`src/rtl/cdc_pkg.sv`:
```
// rtl/cdc_pkg.sv - shared limits and Gray-code helpers for pointer clock-domain crossings
package cdc_pkg;

  localparam int MIN_SYNC_STAGES   = 2;
  localparam int MAX_SYNC_STAGES   = 4;
  localparam int MAX_POINTER_WIDTH = 32;

  // Helpers take zero-extended pointers: leading zeros leave the low bits of the result exact.
  function automatic logic [MAX_POINTER_WIDTH-1:0] gray2bin(
    input logic [MAX_POINTER_WIDTH-1:0] gray
  );
    logic [MAX_POINTER_WIDTH-1:0] bin;
    bin[MAX_POINTER_WIDTH-1] = gray[MAX_POINTER_WIDTH-1];
    for (int i = MAX_POINTER_WIDTH - 2; i >= 0; i--) begin
      bin[i] = bin[i+1] ^ gray[i];
    end
    return bin;
  endfunction

  function automatic logic [MAX_POINTER_WIDTH-1:0] bin2gray(
    input logic [MAX_POINTER_WIDTH-1:0] bin
  );
    return bin ^ (bin >> 1);
  endfunction

  function automatic logic popcount_gt1(input logic [MAX_POINTER_WIDTH-1:0] value);
    return (value & (value - 1'b1)) != '0;
  endfunction

endpackage

```
`src/rtl/sync_pointer_gray2bin.sv`:
```
// rtl/sync_pointer_gray2bin.sv - combinational Gray to binary converter for FIFO pointers
module sync_pointer_gray2bin
  import cdc_pkg::*;
#(
  parameter int WIDTH = 4
) (
  input  logic [WIDTH-1:0] gray,
  output logic [WIDTH-1:0] bin
);

  if (WIDTH < 1 || WIDTH > MAX_POINTER_WIDTH) begin : g_bad_width
    $error("sync_pointer_gray2bin: WIDTH=%0d outside 1..%0d", WIDTH, MAX_POINTER_WIDTH);
  end

  always_comb begin
    bin = '0;
    bin[WIDTH-1] = gray[WIDTH-1];
    for (int i = WIDTH - 2; i >= 0; i--) begin
      bin[i] = bin[i+1] ^ gray[i];
    end
  end

endmodule

```
`src/rtl/sync_pointer_cdc.sv`:
```
// rtl/sync_pointer_cdc.sv - N-stage Gray pointer synchronizer with binary output, valid qualifier,
// change pulse and sticky Gray-integrity error
module sync_pointer_cdc
  import cdc_pkg::*;
#(
  parameter int ADDRESS_SIZE = 3,
  parameter int SYNC_STAGES  = 2,
  parameter int CHECK_GRAY   = 1
) (
  input  logic                  write_clk,
  input  logic                  write_reset,
  input  logic [ADDRESS_SIZE:0] read_pointer,
  input  logic                  clear_error,
  output logic [ADDRESS_SIZE:0] write_to_read_pointer,
  output logic [ADDRESS_SIZE:0] write_to_read_pointer_bin,
  output logic                  sync_valid,
  output logic                  pointer_changed,
  output logic                  gray_error
);

  localparam int                 COUNT_WIDTH = $clog2(SYNC_STAGES + 2);
  localparam logic [COUNT_WIDTH-1:0] VALID_COUNT = COUNT_WIDTH'(SYNC_STAGES + 1);

  if (SYNC_STAGES < MIN_SYNC_STAGES || SYNC_STAGES > MAX_SYNC_STAGES) begin : g_bad_stages
    $error("sync_pointer_cdc: SYNC_STAGES=%0d outside %0d..%0d",
           SYNC_STAGES, MIN_SYNC_STAGES, MAX_SYNC_STAGES);
  end

  for (genvar s = 0; s < SYNC_STAGES; s++) begin : g_stage
    (* ASYNC_REG = "TRUE" *) logic [ADDRESS_SIZE:0] q;
    if (s == 0) begin : g_first
      always_ff @(posedge write_clk or posedge write_reset) begin
        if (write_reset) q <= '0;
        else             q <= read_pointer;
      end
    end else begin : g_next
      always_ff @(posedge write_clk or posedge write_reset) begin
        if (write_reset) q <= '0;
        else             q <= g_stage[s-1].q;
      end
    end
  end

  assign write_to_read_pointer = g_stage[SYNC_STAGES-1].q;

  logic [ADDRESS_SIZE:0] bin_next;
  logic [ADDRESS_SIZE:0] bin_prev;
  logic [COUNT_WIDTH-1:0] valid_count;

  sync_pointer_gray2bin #(
    .WIDTH (ADDRESS_SIZE + 1)
  ) u_gray2bin (
    .gray (write_to_read_pointer),
    .bin  (bin_next)
  );

  // Counter only reaches VALID_COUNT once every sync stage has been reloaded after reset.
  always_ff @(posedge write_clk or posedge write_reset) begin
    if (write_reset) begin
      valid_count <= '0;
    end else if (valid_count != VALID_COUNT) begin
      valid_count <= valid_count + 1'b1;
    end
  end

  assign sync_valid = (valid_count == VALID_COUNT);

  always_ff @(posedge write_clk or posedge write_reset) begin
    if (write_reset) begin
      write_to_read_pointer_bin <= '0;
      bin_prev                  <= '0;
      pointer_changed           <= 1'b0;
    end else begin
      write_to_read_pointer_bin <= bin_next;
      bin_prev                  <= write_to_read_pointer_bin;
      pointer_changed           <= sync_valid && (write_to_read_pointer_bin != bin_prev);
    end
  end

  if (CHECK_GRAY != 0) begin : g_check
    logic [ADDRESS_SIZE:0] gray_prev;
    logic                  gray_step_illegal;

    assign gray_step_illegal =
      popcount_gt1(MAX_POINTER_WIDTH'(write_to_read_pointer ^ gray_prev));

    // A new violation outranks a coincident clear so no error is ever lost.
    always_ff @(posedge write_clk or posedge write_reset) begin
      if (write_reset) begin
        gray_prev  <= '0;
        gray_error <= 1'b0;
      end else begin
        gray_prev <= write_to_read_pointer;
        if (sync_valid && gray_step_illegal) gray_error <= 1'b1;
        else if (clear_error)                gray_error <= 1'b0;
      end
    end
  end else begin : g_no_check
    assign gray_error = 1'b0;
  end

endmodule

```
`config.mk`:
```
export PLATFORM = sky130hd
export DESIGN_NAME = sync_pointer_cdc
export DESIGN_NICKNAME = d
export VERILOG_FILES = /design/src/rtl/cdc_pkg.sv /design/src/rtl/sync_pointer_gray2bin.sv /design/src/rtl/sync_pointer_cdc.sv
export SDC_FILE = /design/constraint.sdc
export NUM_CORES = 1
export LEC_CHECK = 0
export CAP_MARGIN = 20
export CORE_MARGIN = 2
export CORE_UTILIZATION = 47
export CTS_CLUSTER_DIAMETER = 150
export DETAILED_ROUTE_END_ITERATION = 12
export PLACE_DENSITY = 0.83
export SETUP_SLACK_MARGIN = 0.1
export SYNTH_ARGS = -nofsm -noshare
export SYNTH_HDL_FRONTEND = slang
export SYNTH_HIERARCHICAL = 1
export SYNTH_SLANG_ARGS = --single-unit
```
`constraint.sdc`:
```
create_clock -name write_clk -period 1.5 [get_ports write_clk]
set_input_delay 0.15 -clock write_clk [delete_from_list [all_inputs] [get_ports write_clk]]
set_output_delay 0.15 -clock write_clk [all_outputs]
set_load 0.05 [all_outputs]
```
==> Word-level counts from Yosys, hierarchy flattened <==
Cells that the tools add are included.
{ "totals": {"elab_cells": 24, "in_bits": 7, "output_inout_bits": 11, "register_bits": 24} }
{ "classes": {"mux": 2, "bitwise": 5, "eq_ne": 3, "reduce_logical": 4, "add_sub_neg": 2} }
{ "ops": {"columns": ["op", "count"], "rows": [
  ["$and A4 B32 Y32", 1],
  ["$reduce_bool A32 Y1", 1],
  ["$sub A4 B1 Y5 const B", 1],
  ["$ne A4 B4 Y1", 1],
  ["$xor A4 B4 Y4", 1],
  ["$xor A1 B1 Y1", 3],
  ["$add A2 B1 Y2 const B", 1],
  ["$eq A2 B2 Y1 const B", 1],
  ["$logic_and A1 B1 Y1", 2],
  ["$mux W1", 2],
  ["$ne A2 B2 Y1 const B", 1],
  ["$reduce_bool A2 Y1", 1]
]} }

==> Longest topological paths before layout <==
{ "logic_depth": {"ltp_word": 6, "ltp_mapped": 3} }

==> Hierarchy <==
The synthesis kept the hierarchy.
{ "modules_own_cells": {"columns": ["module", "area_per_inst_um2", "cells_per_inst", "instances"], "rows": [
  ["sync_pointer_cdc", 747.0, 41, 1],
  ["sync_pointer_gray2bin", 50.0, 5, 1]
]} }

==> Least setup slack after synthesis <==
OpenSTA, ideal clock, no wires.
{ "synth_path": {"kind": "register to register", "start": "register valid_count[0]", "end": "register valid_count[1]", "path_buffers": 0, "t_required_ns": 1.375, "slack_ns": 0.098, "arrival_ns": 1.277, "stages_incl_launch_ff": 3, "path_cell_list": "dfrtp_1 ha_1 mux2_2"} }
{ "synth_via": {"elab_chain_len": 1} }
{ "synth_lines": {"columns": ["item", "line", "source"], "rows": [
  ["start, declared", "sync_pointer_cdc.sv:48", "logic [COUNT_WIDTH-1:0] valid_count;"],
  ["start signal, assigned", "sync_pointer_cdc.sv:62", "valid_count <= valid_count + 1'b1;"],
  ["$add A2 B1 Y2 or $ne A2 B2 Y1 (tied branches)", "sync_pointer_cdc.sv:62, sync_pointer_cdc.sv:61", null]
]} }
Several ways; a longest one is shown, not always the timed one.
A chain may end at the register's enable or synchronous reset.

==> Worst setup path in the final report <==
{ "layout_path": {"start": "register valid_count[0]", "end": "output sync_valid"} }
{ "layout_via": {"elab_chain_len": 1} }
{ "layout_lines": {"columns": ["item", "line", "source"], "rows": [
  ["$eq A2 B2 Y1", "sync_pointer_cdc.sv:66", "assign sync_valid = (valid_count == VALID_COUNT);"],
  ["end, declared", "sync_pointer_cdc.sv:16", "output logic sync_valid,"]
]} }
Every way passes these cells.

==> metrics.csv <==
stage,metric,value,unit
sta,rsz0062_at_grt,no,
yosys,synth_nets,54,
clocking,cts_buffers,3,
yosys,synthMuxAreaShare,1.413,%
yosys,synth_top_family_by_area,XOR/XNOR gates,
cells_and_area,fin_nets,76,
sta,period_share,85.28,%
clocking,cts.sinks,24,
sta,relSlewSlack,80.72,%
sta,setup_violations,0,
clocking,cts_hold_repair.buffers,0,
cells_and_area,drive_gt1_share,28.36,%
global_routing,grt_use_total,13.83,%
floorplanning,core.rowCount,14,
drt,drc,0,
sta,finClkSkew,0.008487,ns
drt,num_vias,398,
placement,globalplace.congestion,0.6611,
drt,routed_wirelength,1081,µm
yosys,ys_seq_area_share,75.35,%
drt,top_layer,met4,
yosys,synth_area_per_cell,17.33,µm²
clocking,clkTransAtPathRegs,0.13,ns
drt,drt_iter0_drc,1,
yosys,syn_area,797.0,µm²
clocking,tritoncts,yes,
yosys,synth-seq-cells,24,
clocking,insertion_delay,0.31,ns
min_path,min_path_type,in2async,
yosys,synth-simple-area-share,0,%
global_routing,grt_max_degree,25,
sta,post-route-min-period,1.279,ns
yosys,synth_compound_area_share,4.553,%
drt,drtAntennaViolNets,0,
drt,vias_per_cell,4.795,
sta,max_slew.worst_pin.slew,0.2893,ns
sta,slew_viol_final,0,
floorplanning,dieWidth,45.18,µm
global_routing,antenna_found_initial,0,
sta,final_hold_viol_count,0,
drt,wl_met1,439,µm
clocking,cts_setup_buffers,0,
critical_path,path_class,reg2out,
yosys,syn_inst,46,
critical_path,crit_path_max_fanout,5,
cells_and_area,area_delta_synth_final,33.59,%
yosys,synth.distinct_cells,11,
yosys,synth_warnings,6,
placement,port_buffers,17,
job,maxCapViolCount,0,
clocking,post_cts_resize_count,0,
cells_and_area,mostFrequentLayoutCells,"dfrtp_1, buf_4, xnor2_1",
critical_path,end_kind,primary output,
cells_and_area,insertedDiodeCount,0,
pwr,power_density,1335,mW/mm²
global_routing,grt_overflow,0,
drt,wl_met3,72,µm
floorplanning,core_area,0.001541,mm²
yosys,synthXorXnorAreaFrac,15.23,%
clocking,cts_max_level,1,
floorplanning,die_y,45.18,µm
pwr,p_leak,0.4633,nW
sta,whs,0.1545,ns
pwr,ir_worst_vdd,0.7391,mV
drt,met2_length,559,µm
global_routing,grt_pass1_vias,416,
floorplanning,io_pins,18,
critical_path,worstSetupStartpointType,flop,
status,status,finished clean,
critical_path,cp.required,1.35,ns
drt,wl_per_cell,13.02,µm
yosys,synth_fa_ha_area_share,1.570,%
floorplanning,dieArea,0.002041,mm²
global_routing,grt_pass1_wl,1828,µm
clocking,cts-root-buf,clkbuf_4,
floorplanning,start_util,51.70,%
sta,tns,0,ns
drt,first_pass_iters,2,
cells_and_area,layout_commonest_cell,dfrtp_1,
sta,max_freq,781.7,MHz
clocking,clockBufferDepth,2,
critical_path,cp.arrival,1.13,ns
metal layers:
| layer | global-route usage [%] | vias up |
|---|---|---|
| met5 | 0 | - |
| met4 | 12.35 | 0 |
| met3 | 2.400 | 2 |
| met2 | 21.43 | 15 |
| met1 | 16.39 | 188 |
| li1 | - | 193 |
stage by stage:
step / power, W / setup WS [ns] / utilization, % / instances / instance area, µm²
floorplan: 0.0008967 / 0.1213 / - / 46 / 799.5
global placement: 0.0009798 / 0.3453 / 65.67 / 79 / 1012
detailed placement: 0.0009880 / 0.2493 / 65.67 / 79 / 1012
CTS: 0.001449 / 0.1883 / 69.07 / 83 / 1065
global route: 0.001482 / 0.1437 / 69.07 / 83 / 1065
finish: 0.001422 / 0.2208 / 69.07 / 83 / 1065
worst paths after layout:
check	endpoint	start	depth (start not counted)	slack, ns
max	sync_valid	valid_count[0]	2	0.22
min	g_check.gray_prev[2]	write_reset	3	0.15
max reg2reg	gray_error	write_to_read_pointer[3]	3	0.26
min reg2reg	write_to_read_pointer[3]	g_stage[0].q[3]	0	0.36
max in group asynchronous	valid_count[1]	write_reset	3	1.12
min in group write_clk	g_stage[0].q[1]	read_pointer[1]	1	0.26
cells in the mapped netlist:
cell      number  area (µm²)
o211ai_1       2       15.01
mux2_2         1       11.26
inv_1          2       7.510
o41a_1         1       11.26
a32o_1         1       10.01
buf_4          1       7.510
xor2_2         1       16.27
xnor2_1        7       61.31
dfrtp_1       24       600.6
ha_1           1       12.51
xor2_1         5       43.79
registers in the layout (all words and copies together) (netlist names):
signal,count
valid_count,2
write_to_read_pointer,4
write_to_read_pointer_bin,4
g_stage.q,4
g_check.gray_prev,4
pointer_changed,1
bin_prev,4
gray_error,1
power breakdown:
group,internal [W],switching (W)
sequential,0.000697,0.0000356
clock,0.000270,0.000183
combinational,0.0000926,0.000144
total,0.00106,0.000362
kinds of logic (layout without fill, tap and decap cells):
| kind of cell | count (synthesis) | count (layout) |
|---|---|---|
| adders and majority gates | 1 | 1 |
| muxes | 1 | 1 |
| buffers and inverters | 3 | 24 |
| DFF | 24 | 24 |
| AOI/OAI and AO/OA | 4 | 4 |
| xor gates and xnor gates | 13 | 13 |
cell type report:
type / count / area [µm²]
timing repair buffer: 18 / 200.2
inverter: 2 / 7.507
tap: 16 / 20.02
multi-input combinational: 19 / 183.9
sequential: 24 / 600.6
fill: 119 / 476.7
clock buffer: 3 / 22.52
clock inverter: 1 / 30.03
critical path, cell delays in order, from the launching register on:
cell and delay (ns):
dfrtp_1 0.42, ha_2 0.25, buf_12 0.16
No activity file was read; power rests on OpenSTA's default activity.
